### src/rtl/uart_arb_pkg.sv
// uart_arb_pkg: shared FSM state type and
// default constants for the UART transmit arbiter.
package uart_arb_pkg;

  typedef enum logic [2:0] {
    S_IDLE,
    S_START,
    S_WAIT_BUSY,
    S_WAIT_DONE,
    S_GAP
  } arb_state_e;

  localparam int NUM_REQ_DEF      = 4;
  localparam int GAP_CYCLES_DEF   = 1024;
  localparam int BUSY_TIMEOUT_DEF = 65535;

endpackage

### src/rtl/rr_arbiter.sv
// rr_arbiter: combinational round-robin pick,
// scanning upward from last_i+1 with wrap to 0.
module rr_arbiter #(
  parameter int N  = 4,
  parameter int IW = $clog2(N)
) (
  input  logic [N-1:0]  req_i,
  input  logic [IW-1:0] last_i,
  output logic [N-1:0]  gnt_o,
  output logic [IW-1:0] idx_o
);

  // first requester after last_i wins
  always_comb begin
    logic found;
    int   j;
    gnt_o = '0;
    idx_o = '0;
    found = 1'b0;
    j     = 0;
    for (int k = 1; k <= N; k++) begin
      j = int'(last_i) + k;
      if (j >= N) j = j - N;
      if (req_i[j] && !found) begin
        found    = 1'b1;
        gnt_o[j] = 1'b1;
        idx_o    = IW'(j);
      end
    end
  end

endmodule

### src/rtl/uart_tx_arbiter.sv
// uart_tx_arbiter: one-deep byte slots per requester,
// round-robin feed of a single external UART transmitter.
module uart_tx_arbiter
  import uart_arb_pkg::*;
#(
  parameter int NUM_REQ      = NUM_REQ_DEF,
  parameter int GAP_CYCLES   = GAP_CYCLES_DEF,
  parameter int BUSY_TIMEOUT = BUSY_TIMEOUT_DEF
) (
  input  logic                 clk_65mhz,
  input  logic                 rst_n,
  input  logic [NUM_REQ-1:0]   req_valid,
  input  logic [8*NUM_REQ-1:0] req_data,
  output logic [NUM_REQ-1:0]   req_ack,
  output logic [NUM_REQ-1:0]   req_overflow,
  output logic [NUM_REQ-1:0]   pending,
  output logic                 tx_start,
  output logic [7:0]           tx_data,
  input  logic                 tx_busy,
  output logic                 tx_timeout
);

  localparam int IW   = $clog2(NUM_REQ);
  localparam int CMAX = (GAP_CYCLES > BUSY_TIMEOUT) ?
                        GAP_CYCLES : BUSY_TIMEOUT;
  localparam int CW   = (CMAX < 1) ? 1 : $clog2(CMAX + 1);

  localparam logic [CW-1:0] CNT_SAT  = CW'(CMAX);
  localparam logic [CW-1:0] TMO_LAST = CW'(BUSY_TIMEOUT - 1);
  localparam logic [CW-1:0] GAP_LAST =
    CW'((GAP_CYCLES > 0) ? GAP_CYCLES - 1 : 0);
  localparam arb_state_e POST =
    (GAP_CYCLES > 0) ? S_GAP : S_IDLE;

  arb_state_e state_q, state_d;

  logic                    run_q;
  logic [NUM_REQ-1:0]      pend_q, pend_d;
  logic [NUM_REQ-1:0]      ovf_q, ovf_d;
  logic [NUM_REQ-1:0]      acc, clr;
  logic [NUM_REQ-1:0][7:0] data_q;
  logic [7:0]              txd_q, txd_d;
  logic [IW-1:0]           grant_q, grant_d;
  logic [IW-1:0]           last_q, last_d;
  logic [CW-1:0]           cnt_q, cnt_d;
  logic [NUM_REQ-1:0]      rr_gnt;
  logic [IW-1:0]           rr_idx;
  logic [7:0]              rr_byte;
  logic                    done, start, tmo;

  rr_arbiter #(
    .N  (NUM_REQ),
    .IW (IW)
  ) u_rr (
    .req_i  (pend_q),
    .last_i (last_q),
    .gnt_o  (rr_gnt),
    .idx_o  (rr_idx)
  );

  // retime reset release so the first grant lands on the second edge
  always_ff @(posedge clk_65mhz or negedge rst_n) begin
    if (!rst_n) run_q <= 1'b0;
    else        run_q <= 1'b1;
  end

  // byte held by the slot the arbiter would grant now
  always_comb begin
    rr_byte = '0;
    for (int i = 0; i < NUM_REQ; i++)
      rr_byte = rr_byte | (data_q[i] & {8{rr_gnt[i]}});
  end

  // slot bookkeeping: a completing slot may be refilled in the same cycle
  always_comb begin
    clr    = done ? (NUM_REQ'(1) << grant_q) : '0;
    acc    = req_valid & (~pend_q | clr);
    pend_d = (pend_q & ~clr) | acc;
    ovf_d  = req_valid & pend_q & ~clr;
  end

  // frame sequencing: grant, strobe, wait for busy, wait for done, gap
  always_comb begin
    state_d = state_q;
    grant_d = grant_q;
    last_d  = last_q;
    txd_d   = txd_q;
    cnt_d   = cnt_q;
    start   = 1'b0;
    tmo     = 1'b0;
    done    = 1'b0;
    unique case (state_q)
      S_IDLE: begin
        if (run_q && (|pend_q)) begin
          grant_d = rr_idx;
          txd_d   = rr_byte;
          state_d = S_START;
        end
      end
      S_START: begin
        if (!tx_busy) begin
          start   = 1'b1;
          cnt_d   = '0;
          state_d = S_WAIT_BUSY;
        end
      end
      S_WAIT_BUSY: begin
        if (tx_busy) begin
          state_d = S_WAIT_DONE;
        end else if (cnt_q == TMO_LAST) begin
          tmo     = 1'b1;
          cnt_d   = '0;
          state_d = POST;
        end else if (cnt_q != CNT_SAT) begin
          cnt_d = cnt_q + CW'(1);
        end
      end
      S_WAIT_DONE: begin
        if (!tx_busy) begin
          done    = 1'b1;
          last_d  = grant_q;
          cnt_d   = '0;
          state_d = POST;
        end
      end
      S_GAP: begin
        if (cnt_q == GAP_LAST) begin
          cnt_d   = '0;
          state_d = S_IDLE;
        end else if (cnt_q != CNT_SAT) begin
          cnt_d = cnt_q + CW'(1);
        end
      end
      default: state_d = S_IDLE;
    endcase
  end

  // control state registers
  always_ff @(posedge clk_65mhz or negedge rst_n) begin
    if (!rst_n) begin
      state_q <= S_IDLE;
      pend_q  <= '0;
      ovf_q   <= '0;
      txd_q   <= '0;
      grant_q <= '0;
      last_q  <= IW'(NUM_REQ - 1);
      cnt_q   <= '0;
    end else begin
      state_q <= state_d;
      pend_q  <= pend_d;
      ovf_q   <= ovf_d;
      txd_q   <= txd_d;
      grant_q <= grant_d;
      last_q  <= last_d;
      cnt_q   <= cnt_d;
    end
  end

  // slot data: written only when a request is accepted
  always_ff @(posedge clk_65mhz or negedge rst_n) begin
    if (!rst_n) begin
      data_q <= '0;
    end else begin
      for (int i = 0; i < NUM_REQ; i++)
        if (acc[i]) data_q[i] <= req_data[8*i +: 8];
    end
  end

  assign pending      = pend_q;
  assign req_overflow = ovf_q;
  assign req_ack      = clr;
  assign tx_start     = start;
  assign tx_timeout   = tmo;
  assign tx_data      = txd_q;

endmodule
### config.mk
export PLATFORM = sky130hd
export DESIGN_NAME = uart_tx_arbiter
export DESIGN_NICKNAME = d
export VERILOG_FILES = /design/src/rtl/uart_arb_pkg.sv /design/src/rtl/rr_arbiter.sv /design/src/rtl/uart_tx_arbiter.sv
export SDC_FILE = /design/constraint.sdc
export NUM_CORES = 1
export LEC_CHECK = 0
export CELL_PAD_IN_SITES_DETAIL_PLACEMENT = 0
export CELL_PAD_IN_SITES_GLOBAL_PLACEMENT = 1
export CORE_MARGIN = 3
export CORE_UTILIZATION = 42
export CTS_CLUSTER_DIAMETER = 200
export DETAILED_ROUTE_END_ITERATION = 8
export GPL_TIMING_DRIVEN = 0
export PLACE_DENSITY = 0.78
export SYNTH_ARGS = -nofsm -noshare
export SYNTH_HDL_FRONTEND = slang
export SYNTH_SLANG_ARGS = --single-unit
### constraint.sdc
create_clock -name clk_65mhz -period 4.2 [get_ports clk_65mhz]
set_input_delay 1.26 -clock clk_65mhz [delete_from_list [all_inputs] [get_ports clk_65mhz]]
set_output_delay 1.26 -clock clk_65mhz [all_outputs]
set_load 0.02 [all_outputs]
Word level (Yosys, flattened, before mapping)
Cells that the tools add are included.

word-level totals
  register bits after elaboration = 72
  input port bits = 39
  word-level logic and storage cells = 141
  output and inout port bits = 22

operators by class
  mux-type cells = 55
  $lt $le $gt $ge = 12
  reductions and logical operators = 19
  bitwise gates (word level) = 19
  eq/ne operators = 14
  add/sub/neg operators = 9
  shift-type cells = 1

operators by type and width
  cell                     number
  $ge A32 B1 Y1 const B    4
  $ge A32 B4 Y1 const B    4
  $lt A32 B4 Y1 const B    4
  $mux W32                 4
  $sub A32 B4 Y32 const B  4
  $mux W16                 5
  $pmux W16 S3             1
  $and A8 B8 Y8            4
  $or A8 B8 Y8             3
  $mux W1                  21
  $mux W4                  5
  $or A4 B4 Y4             5
  $mux W3                  6
  $add A16 B1 Y16 const B  1
  $and A4 B4 Y4            4
  $eq A16 B10 Y1 const B   1
  $eq A16 B16 Y1 const B   1
  $ne A16 B16 Y1 const B   1
  $pmux W3 S5              1
  $ne A2 B2 Y1 const B     6
  $bmux W1 S2              4
  $demux W1 S2             4
  $logic_and A1 B1 Y1      8
  $mux W2                  4
  18 further kinds         24

Depth between registers and ports, before layout
Gate-level depths: netlist of run 1.

  depth in word-level cells = 20
  depth in mapped cells = 11

Modules after synthesis
A second synthesis of run 1 with hierarchy kept.

unflattened totals
  cell total of the unflattened synthesis = 327
  area, all modules = 3687.3 um^2

modules (own cells, without submodules)
  module           times used  sequential area each (um^2)  cells an instance  area an instance (um^2)
  uart_tx_arbiter  1           1804.2                       285                3281.9
  rr_arbiter       1           0.0                          42                 405.4

Worst setup path before layout of run 1
OpenSTA, ideal clock, no wires.

  path type = input port to output port
  start = input tx_busy
  end = output req_ack[0]
  data arrival time = 2.148 ns
  cell stages on the path = 3
  path buffers = 0
  path slack = 0.792 ns
  cells stage by stage = nor2_1 -> nand3_1 -> nor3_1

on the way
  word-level cells in the longest chain between the ends = 3

ends and longest elaborated chain
  item         line                    source
  from (decl)  uart_tx_arbiter.sv:19   input logic tx_busy,
  $mux W1      uart_tx_arbiter.sv:119  if (!tx_busy) begin
  $mux W1      uart_tx_arbiter.sv:92   unique case (state_q)
  $mux W4      uart_tx_arbiter.sv:76   clr = done ? (NUM_REQ'(1) << grant_q) : '0;
  to (decl)    uart_tx_arbiter.sv:14   output logic [NUM_REQ-1:0] req_ack,

No other way between the ends.

Worst setup path in the final report of run 1
  start = input tx_busy
  end = output tx_start

on the way
  word-level cells in the longest chain between the ends = 2

ends and longest elaborated chain
  item       line                    source
  $mux W1    uart_tx_arbiter.sv:101  if (!tx_busy) begin
  $mux W1    uart_tx_arbiter.sv:92
  to (decl)  uart_tx_arbiter.sv:17   output logic tx_start,

No other way between the ends.

==> out/results.tsv, run 1 <==
stage	metric	value	unit
outcome	run status	finished, final reports clean	
layout	Final nets	511	
clock_network	CTS Hold Bufs	0	
clock_network	CTS max path bufs	2	
clock_network	Num CTS Buffers	9	
critical_path	worst reg2reg startpoint	last_q[0]$_DFFE_PN1P_	
critical_path	Setup crit start	tx_busy	
placement	PortBufs	60	
die	Initial Util	0.432	
sta	Clock Skew	0.0136	ns
pwr	Design Power	2860	uW
routing	Initial DRC Count	162	
global_route	vias in the first global route	3082	
routing	Remaining DRCs	0	
clock_network	Clk pin slew, worst setup/hold paths	0.07	ns
critical_path	Critical Path Source Type	input pin	
pwr	Sw Share	0.393	
logic_synthesis	post-synthesis register bit count	72	
placement	GPL Wtd Cong	0.812	
sta	Hold Vio Cnt, Final	0	
critical_path	crit end category	output port	
pwr	leak pwr	0.00207	uW
sta	Least-Margin Pin Slew	0.843	ns
sta	RSZ-0062 raised after global routing	no	
clock_network	Root Buffer	clkbuf_8	
logic_synthesis	share of the synthesized area in the top cell type	0.436	
pwr	Pint	1740	uW
sta	final period utilization	0.971	
routing	Via Count	3235	
routing	DRT Pass-1 Iters	6	
global_route	GRT Total Usage	0.182	
die	Die X	104	um
critical_path	worst-path maximum fanout	5	
pwr	Pwr per Cell Area	574	nW/um^2
critical_path	Crit Path Class	in2out	
global_route	initial antenna violation count	0	
pwr	sequential power share	0.393	
critical_path	WP data required	2.94	ns
routing	Final ANT Viol Nets	0	
clock_network	CTS tree	built	
sta	Tmin final	4.08	ns
pwr	Gate power share	0.442	
logic_synthesis	Syn Nets	438	
routing	routed vias/inst	5.43	
global_route	largest net degree at the start of global routing	63	
die	I/O Pins	61	
routing	WL per Instance	16.0	um
pwr	Sw Pwr	1120	uW
layout	Layout area overhead	24.1	%
logic_synthesis	cells after synthesis	389	
sta	Fin Setup TNS	0	ns
logic_synthesis	leading area contributor after synthesis	dfrtp_1	
logic_synthesis	top cells by count, synth	dfrtp_1 (70), nor2_1 (43), mux2_2 (36)	
critical_path	Worst R2R Setup Slack	0.31	ns
logic_synthesis	Primary FF master, synth	dfrtp_1	
sta	Fmax	0.245	GHz
global_route	global-route wire length before repair	15900	um
placement	dpl hpwl	7070	um
logic_synthesis	distinct cell type count after synthesis	59	
logic_synthesis	Seq/Total Area, Yosys	0.449	
global_route	total global routing overflow	0	
sta	final setup violation count	0	
logic_synthesis	Post-synth EDFFs	0	
die	Die ar.	10800	um^2
layout	fill cell count	849	
placement	Place WS	-0.386	ns
logic_synthesis	Mapped Area	4020	um^2
critical_path	FF-to-FF path depth	11	
routing	Detailed Route WL	9510	um
die	core area	9280	um^2
die	Core Rows	35	
critical_path	reg2reg end	tx_data[1]$_DFFE_PN0P_	
logic_synthesis	Syn Area/Cell	10.3	um^2
logic_synthesis	cell with the most instances after synthesis	dfrtp_1	
logic_synthesis	Synth warnings	0	
layout	n_diodes	0	
worst_hold_path	hold crit path type	reg2reg	
clock_network	worst-skew pair later-pin latency	0.34	ns
logic_synthesis	Synth async-reset ratio	1.00	
critical_path	critical path arrival	2.82	ns
sta	max-slew violations	0	
layout	ratio of cells with drive above 1 in the final layout	0.167	
logic_synthesis	top cells by area, synth	dfrtp_1 (44%), mux2_2 (10%), nor2_1 (4.0%), ha_1 (3.1%), nand2_1 (3.1%)	
sta	Slew headroom	0.433	
pwr	Max VDD drop	0.277	mV
clock_network	TritonCTS Sinks	72	
die	die height	104	um
sta	final worst slack	0.123	ns
clock_network	H-tree depth	3	
critical_path	Worst Setup EP	tx_start	
job	max cap viols	0	
pwr	Clock power frac	0.164	
## metal layers
| layer | up-vias | track usage | wire length, um | part of all wire |
|---|---|---|---|---|
| met5 | - | 0 | 0 | 0 |
| met4 | 0 | 0.0532 | 171 | 0.018 |
| met3 | 15 | 0.0368 | 333 | 0.035 |
| met2 | 65 | 0.288 | 4580 | 0.48 |
| met1 | 1590 | 0.255 | 4420 | 0.47 |
| li1 | 1565 | - | - | - |
## through the flow
step | util | hold WS [ns] | instances | cell area, um^2
finish | 0.537 | 0.505 | 596 | 4980
global route | 0.537 | 0.520 | 596 | 4980
CTS | 0.535 | 0.507 | 595 | 4970
detailed placement | 0.517 | 0.488 | 579 | 4800
global placement | 0.515 | 0.487 | 578 | 4780
floorplan | - | 0.473 | 389 | 4020
## flip-flops by register name, indices dropped and copies added (netlist names)
register / flops
data_q: 32
cnt_q: 16
tx_data: 8
pending: 4
req_overflow: 4
state_q: 3
grant_q: 2
last_q: 2
run_q: 1
## cell families (layout without fill, tap and decap cells)
group / Yosys count / in the layout / synth area share
AO/OA/AOI/OAI: 80 / 80 / 0.154
buffers and inverters: 33 / 111 / 0.0343
XOR/XNOR: 15 / 15 / 0.0327
AND/OR/NAND/NOR: 134 / 134 / 0.170
adder cells (fa/ha/maj): 10 / 10 / 0.0312
other: 1 / 1 / 0.000934
flip-flops: 72 / 72 / 0.449
multiplexers: 44 / 44 / 0.127
## final cells by class
class | instances | area (um^2) | area share
buffer | 19 | 86.3 | 0.0173
timing repair buffer | 62 | 627 | 0.126
inverter | 14 | 52.6 | 0.0105
tap | 129 | 161 | 0.0324
sequential | 72 | 1800 | 0.362
multi-input combinational | 284 | 2090 | 0.420
clock buffer | 12 | 135 | 0.0271
clock inverter | 4 | 25.0 | 0.00502
## power by group through the flow
stage | logic, uW | registers (uW) | clock network, uW
global placement | 1230 | 1130 | 0
CTS | 1260 | 1130 | 484
global route | 1410 | 1160 | 518
floorplan | 853 | 1130 | 0
finish | 1270 | 1130 | 470
detailed placement | 1250 | 1140 | 0
## placed cells by master, fill, tap and decap left out, types with 4 or more instances in the layout
cell / synthesis / final
xnor2_1: 5 / 5
mux2_2: 36 / 36
o21ai_0: 14 / 14
nand3b_1: 9 / 9
clkbuf_1: 8 / 10
buf_2: 5 / 5
mux2i_1: 6 / 6
o221ai_1: 12 / 12
a22oi_1: 9 / 9
inv_1: 14 / 14
a21oi_1: 10 / 10
nor2_1: 43 / 42
clkdlybuf4s50_1: 0 / 54
nand3_1: 5 / 4
nand2_1: 33 / 33
nand4_1: 6 / 6
o22ai_1: 8 / 8
xor2_1: 10 / 10
dfrtp_1: 70 / 70
nand2b_1: 8 / 8
buf_1: 5 / 5
ha_1: 10 / 10
a211oi_1: 6 / 6
clkbuf_8: 0 / 9
## worst min path at each step
stage / start / endpoint / slack (ns) / cells past startpoint
2_1_floorplan: data_q[19]$_DFFE_PN0P_ / data_q[19]$_DFFE_PN0P_ / 0.47 / 1
3_3_place_gp: data_q[1]$_DFFE_PN0P_ / data_q[1]$_DFFE_PN0P_ / 0.49 / 1
3_5_place_dp: data_q[1]$_DFFE_PN0P_ / data_q[1]$_DFFE_PN0P_ / 0.49 / 1
4_1_cts: data_q[1]$_DFFE_PN0P_ / data_q[1]$_DFFE_PN0P_ / 0.51 / 1
5_1_grt: data_q[1]$_DFFE_PN0P_ / data_q[1]$_DFFE_PN0P_ / 0.52 / 1
6_report: data_q[1]$_DFFE_PN0P_ / data_q[1]$_DFFE_PN0P_ / 0.51 / 1
## worst max-delay path: stages
cell	delay (ns)
clkdlybuf4s50_1	0.51
nor2_4	0.17
nand2_1	0.13
nor2_1	0.13
clkdlybuf4s50_1	0.61
## timing repair
| item | CTS | global route |
|---|---|---|
| buffers inserted | 0 | 1 |
| resized for setup | 6 | 9 |
| endpoints found under the setup margin | 6 | 10 |
| pin swaps | 0 | 1 |
Note: power is estimated with default switching activity, not from simulation.
==> inputs of run 2 (changes only) <==
Settings changed: CTS_CLUSTER_DIAMETER 200 to 80, SKIP_CTS_REPAIR_TIMING set to 1, SKIP_LAST_GASP set to 1.
==> run 2 against run 1 <==
Net effect: register-to-register slack about the same; flip-flop and latch count unchanged; sequential share of layout area down 0.064 points; global-route usage unchanged; combinational power about the same; first-iteration DRC count down 3.7%; non-clock buffer count down 1; total power down 0.15%; die area unchanged; highest routed layer unchanged.
==> out/results.tsv, run 2 (synthesis gave the netlist of run 1 again) <==
stage	metric	value	unit	change
layout	Util after Layout	0.538		+0.000943
placement	PortBufs	60		unchanged
die	core area	9280	um^2	unchanged
routing	routed vias/inst	5.42		about the same
sta	RSZ-0062 raised after global routing	yes		
pwr	Design Power	2860	uW	-0.15%
clock_network	CTS max path bufs	2		unchanged
sta	final period utilization	0.983		+0.0121
pwr	sequential power share	0.395		+0.002
pwr	Pint	1740	uW	-0.15%
critical_path	worst-path maximum fanout	5		unchanged
critical_path	critical path arrival	2.87	ns	+0.05 ns
sta	Fin Setup TNS	0	ns	unchanged
sta	Fmax	0.242	GHz	-1.2%
job	max cap viols	0		unchanged
critical_path	Critical Path Source Type	input pin		
pwr	Sw Share	0.393		about the same
routing	WL per Instance	15.9	um	-0.26%
routing	Via Count	3227		-0.25%
clock_network	Num CTS Buffers	9		unchanged
sta	Slew headroom	0.403		-0.0301
critical_path	crit end category	output port		
critical_path	WP data required	2.94	ns	about the same
clock_network	CTS tree	built		
critical_path	worst path cell trace	clkdlybuf4s50_1 > nor2_4 > nand3_1 > or3_1 > inv_1 > dlymetal6s2s_1		
sta	Hold Vio Cnt, Final	0		unchanged
routing	DRT Pass-1 Iters	5		-1
placement	dpl hpwl	7070	um	unchanged
critical_path	max incr delay on CP	0.51	ns	-0.10 ns
pwr	leak pwr	0.00213	uW	+2.8%
die	Initial Util	0.432		unchanged
layout	n_diodes	0		unchanged
pwr	Gate power share	0.440		-0.002
global_route	GRT Total Usage	0.182		unchanged
layout	Layout area overhead	24.3	%	
routing	Initial DRC Count	156		-3.7%
die	I/O Pins	61		unchanged
die	Die X	104	um	unchanged
outcome	run status	finished, final reports clean		
layout	most frequent cells in the layout	dfrtp_1 (70), clkdlybuf4s50_1 (53), nor2_1 (42)		
sta	max-slew violations	0		unchanged
clock_network	worst-skew pair later-pin latency	0.34	ns	about the same
pwr	Clock power frac	0.165		about the same
layout	ratio of cells with drive above 1 in the final layout	0.159		-0.00823
worst_hold_path	hold crit path type	reg2reg		
clock_network	TritonCTS Sinks	72		unchanged
layout	max FFs per register	32		unchanged
global_route	global-route wire length before repair	15900	um	about the same
global_route	initial antenna violation count	0		unchanged
clock_network	Clk pin slew, worst setup/hold paths	0.07	ns	about the same
critical_path	Crit Path Class	in2out		
pwr	Sw Pwr	1120	uW	-0.15%
clock_network	Root Buffer	clkbuf_8		
placement	GPL Wtd Cong	0.812		unchanged
global_route	largest net degree at the start of global routing	63		unchanged
die	die height	104	um	unchanged
clock_network	H-tree depth	3		unchanged
sta	Clock Skew	0.0157	ns	+0.00209 ns
sta	Tmin final	4.13	ns	+0.0508 ns
global_route	vias in the first global route	3084		+0.065%
routing	Detailed Route WL	9470	um	-0.43%
pwr	Pwr per Cell Area	573	nW/um^2	-0.32%
pwr	Max VDD drop	0.277	mV	about the same
layout	commonest non-fill, non-tap cell in the layout	dfrtp_1		
sta	Least-Margin Pin Slew	0.888	ns	+0.0448 ns
layout	Final nets	510		-0.20%
die	Core Rows	35		unchanged
global_route	total global routing overflow	0		unchanged
layout	Largest Register	data_q		
critical_path	Slowest-stage cell, CP	clkdlybuf4s50_1		
routing	Remaining DRCs	0		unchanged
die	Die ar.	10800	um^2	unchanged
routing	Final ANT Viol Nets	0		unchanged
sta	final setup violation count	0		unchanged
run 2: changes by cell type in the layout (fill, tap and decap cells not counted), sizes merged:
cell / previous run / this run
buf: 14 / 13
clkbuf: 22 / 20
dlymetal6s2s: 2 / 6
dlygate4sd2: 1 / 0
clkdlybuf4s50: 54 / 53
run 2: worst paths after layout:
check | startpoint | slack (ns) | to | cells after the start
min | data_q[1]$_DFFE_PN0P_ | 0.51 | data_q[1]$_DFFE_PN0P_ | 1
min reg2reg | data_q[1]$_DFFE_PN0P_ | 0.51 | data_q[1]$_DFFE_PN0P_ | 1
max reg2reg | last_q[0]$_DFFE_PN1P_ | 0.30 | tx_data[1]$_DFFE_PN0P_ | 11
min in group asynchronous | rst_n | 0.75 | data_q[8]$_DFFE_PN0P_ | 1
max | tx_busy | 0.07 | req_ack[1] | 6
max in group asynchronous | rst_n | 2.84 | last_q[0]$_DFFE_PN1P_ | 2
run 2: power by group through the flow:
stage | logic, uW | clock network (uW) | registers, uW
after floorplan | 853 | 0 | 1130
after global placement | 1230 | 0 | 1130
after detailed placement | 1250 | 0 | 1140
after CTS | 1260 | 484 | 1130
after global routing | 1400 | 518 | 1170
final | 1260 | 471 | 1130
run 2: area by class of cell:
type	count	area [um^2]
Sequential cell	72	1800
Multi-Input combinational cell	284	2090
Fill cell	846	4290
Timing Repair Buffer	61	641
Clock inverter	4	25.0
Buffer	19	86.3
Inverter	14	52.6
Tap cell	129	161
Clock buffer	12	135
run 2: critical path: cells and delay by family:
| kind | cells | cell delay, ns |
|---|---|---|
| buf+inv | 3 | 0.81 |
| simple gates | 3 | 0.81 |
run 2: routing by layer:
| metal | wire length [um] | track usage |
|---|---|---|
| met4 | 138 | 0.0532 |
| met5 | 0 | 0 |
| met3 | 337 | 0.0368 |
| met1 | 4370 | 0.255 |
| met2 | 4620 | 0.288 |
run 2: through the flow:
| step | std cells | hold slack [ns] | worst slack, ns | cell area, um^2 |
|---|---|---|---|---|
| final | 595 | 0.505 | 0.0718 | 4990 |
| after global routing | 595 | 0.520 | -0.0595 | 4990 |
| after CTS | 595 | 0.507 | -0.387 | 4960 |
| after detailed placement | 579 | 0.488 | -0.386 | 4800 |
| after global placement | 578 | 0.487 | -0.674 | 4780 |
| after floorplan | 389 | 0.473 | 0.792 | 4020 |
==> inputs of run 3 (changes only) <==
Clock period 4.2 ns to 4.4 ns, I/O delays scaled along.
==> run 3 against run 2 <==
Net effect: largest power group unchanged; hold slack barely moved; total power shrank 4.6%; clock power is 4.7% lower; register-to-register slack improved by 0.05 ns; worst setup slack gained 0.050 ns.
==> out/results.tsv, run 3 (synthesis gave the netlist of run 1 again) <==
stage	metric	value	unit	change
placement	PortBufs	60		unchanged
sta	Slew headroom	0.435		+0.0321
job	max cap viols	0		unchanged
critical_path	max incr delay on CP	0.63	ns	+0.12 ns
routing	WL per Instance	15.9	um	+0.19%
sta	final period utilization	0.972		
layout	commonest non-fill, non-tap cell in the layout	dfrtp_1		
pwr	Pwr per Cell Area	547	nW/um^2	-4.4%
clock_network	CTS max path bufs	2		unchanged
die	Core Rows	35		unchanged
critical_path	worst path cell trace	clkdlybuf4s50_1 > nor2_4 > nand2_1 > nor3_1 > clkdlybuf4s50_1		
global_route	largest net degree at the start of global routing	63		unchanged
sta	Least-Margin Pin Slew	0.840	ns	-0.0477 ns
worst_hold_path	hold crit path type	reg2reg		
routing	DRT Pass-1 Iters	6		+1
critical_path	Crit Path Class	in2out		
global_route	initial antenna violation count	0		unchanged
critical_path	worst-path maximum fanout	5		unchanged
layout	Util after Layout	0.537		-0.000943
clock_network	TritonCTS Sinks	72		unchanged
sta	Fmax	0.234	GHz	
global_route	GRT Total Usage	0.182		unchanged
clock_network	Num CTS Buffers	9		unchanged
layout	max FFs per register	32		unchanged
global_route	total global routing overflow	0		unchanged
routing	Via Count	3233		+0.19%
pwr	Max VDD drop	0.263	mV	-5.0%
critical_path	FF-to-FF path depth	11		unchanged
layout	n_diodes	0		unchanged
placement	Placed Area	4800	um^2	unchanged
routing	Remaining DRCs	0		unchanged
critical_path	WP data required	3.08	ns	+0.14 ns
critical_path	Most common cell on crit path	clkdlybuf4s50_1		
worst_hold_path	Worst Hold Depth	1		unchanged
layout	Final nets	510		unchanged
routing	Final ANT Viol Nets	0		unchanged
sta	Clock Skew	0.0128	ns	-0.00286 ns
sta	Hold Vio Cnt, Final	0		unchanged
clock_network	Root Buffer	clkbuf_8		
clock_network	worst-skew pair later-pin latency	0.34	ns	about the same
sta	RSZ-0062 raised after global routing	no		
sta	worst hold slack	0.505	ns	-0.000326 ns
critical_path	Slowest-stage cell, CP	clkdlybuf4s50_1		
routing	Initial DRC Count	150		-3.8%
global_route	vias in the first global route	3084		unchanged
critical_path	critical path arrival	2.96	ns	+0.09 ns
clock_network	H-tree depth	3		unchanged
die	core area	9280	um^2	unchanged
placement	GPL Wtd Cong	0.812		unchanged
die	Die ar.	10800	um^2	unchanged
routing	Detailed Route WL	9490	um	+0.19%
layout	Layout area overhead	24.1	%	
critical_path	Critical Path Source Type	input pin		
die	die height	104	um	unchanged
clock_network	Clk pin slew, worst setup/hold paths	0.07	ns	about the same
sta	Fin Setup TNS	0	ns	unchanged
sta	Tmin final	4.28	ns	
outcome	run status	finished, final reports clean		
routing	routed vias/inst	5.43		+0.19%
die	Initial Util	0.432		unchanged
placement	dpl hpwl	7070	um	unchanged
sta	final setup violation count	0		unchanged
layout	Largest Register	data_q		
pwr	leak pwr	0.00207	uW	-2.7%
layout	most frequent cells in the layout	dfrtp_1 (70), clkdlybuf4s50_1 (56), nor2_1 (42)		
layout	ratio of cells with drive above 1 in the final layout	0.157		-0.00215
clock_network	CTS tree	built		
critical_path	crit end category	output port		
sta	max-slew violations	0		unchanged
layout	design area	4980	um^2	-0.18%
die	Die X	104	um	unchanged
global_route	global-route wire length before repair	15900	um	unchanged
die	I/O Pins	61		unchanged
-- run 3: cell count changes in the layout (fill, tap and decap cells not counted), sizes merged --
cell           before  now
clkdlybuf4s50      53   56
dlymetal6s2s        6    3
-- run 3: metrics by stage --
stage / total power [uW] / cells / worst slack, ns
2_1_floorplan: 1890 / 389 / 0.872
3_3_place_gp: 2250 / 578 / -0.534
3_5_place_dp: 2290 / 579 / -0.306
4_1_cts: 2740 / 595 / -0.307
5_1_grt: 2940 / 595 / 0.00212
6_report: 2730 / 595 / 0.122
-- run 3: cell type report --
type	instances	area [um^2]
fill	846	4300
multi-input combinational	284	2090
clock inverter	4	25.0
tap	129	161
inverter	14	52.6
buffer	19	85.1
timing repair buffer	61	633
sequential	72	1800
clock buffer	12	135
-- run 3: worst paths after layout --
| kind | end | start | slack, ns |
|---|---|---|---|
| setup / recovery | tx_timeout | tx_busy | 0.12 |
| hold / removal | data_q[1]$_DFFE_PN0P_ | data_q[1]$_DFFE_PN0P_ | 0.50 |
| setup reg to reg | tx_data[7]$_DFFE_PN0P_ | last_q[0]$_DFFE_PN1P_ | 0.35 |
| hold reg to reg | data_q[1]$_DFFE_PN0P_ | data_q[1]$_DFFE_PN0P_ | 0.50 |
| max in group asynchronous | last_q[0]$_DFFE_PN1P_ | rst_n | 2.98 |
| min in group asynchronous | data_q[8]$_DFFE_PN0P_ | rst_n | 0.81 |
-- run 3: power by group --
group	internal, uW	switching [uW]
Clock	204	245
Sequential	900	176
Combinational	553	650
-- run 3: layer usage --
metal,up-vias,global-route usage,routed length (um)
met5,-,0,0
met4,0,0.0532,171
met3,15,0.0368,283
met2,58,0.288,4590
met1,1599,0.255,4440
li1,1561,-,-
-- run 3: worst max-delay path, delay by kind of cell --
family                 cells  cell delay [ns]
buffers and inverters      2             1.14
AND/OR/NAND/NOR            3             0.50
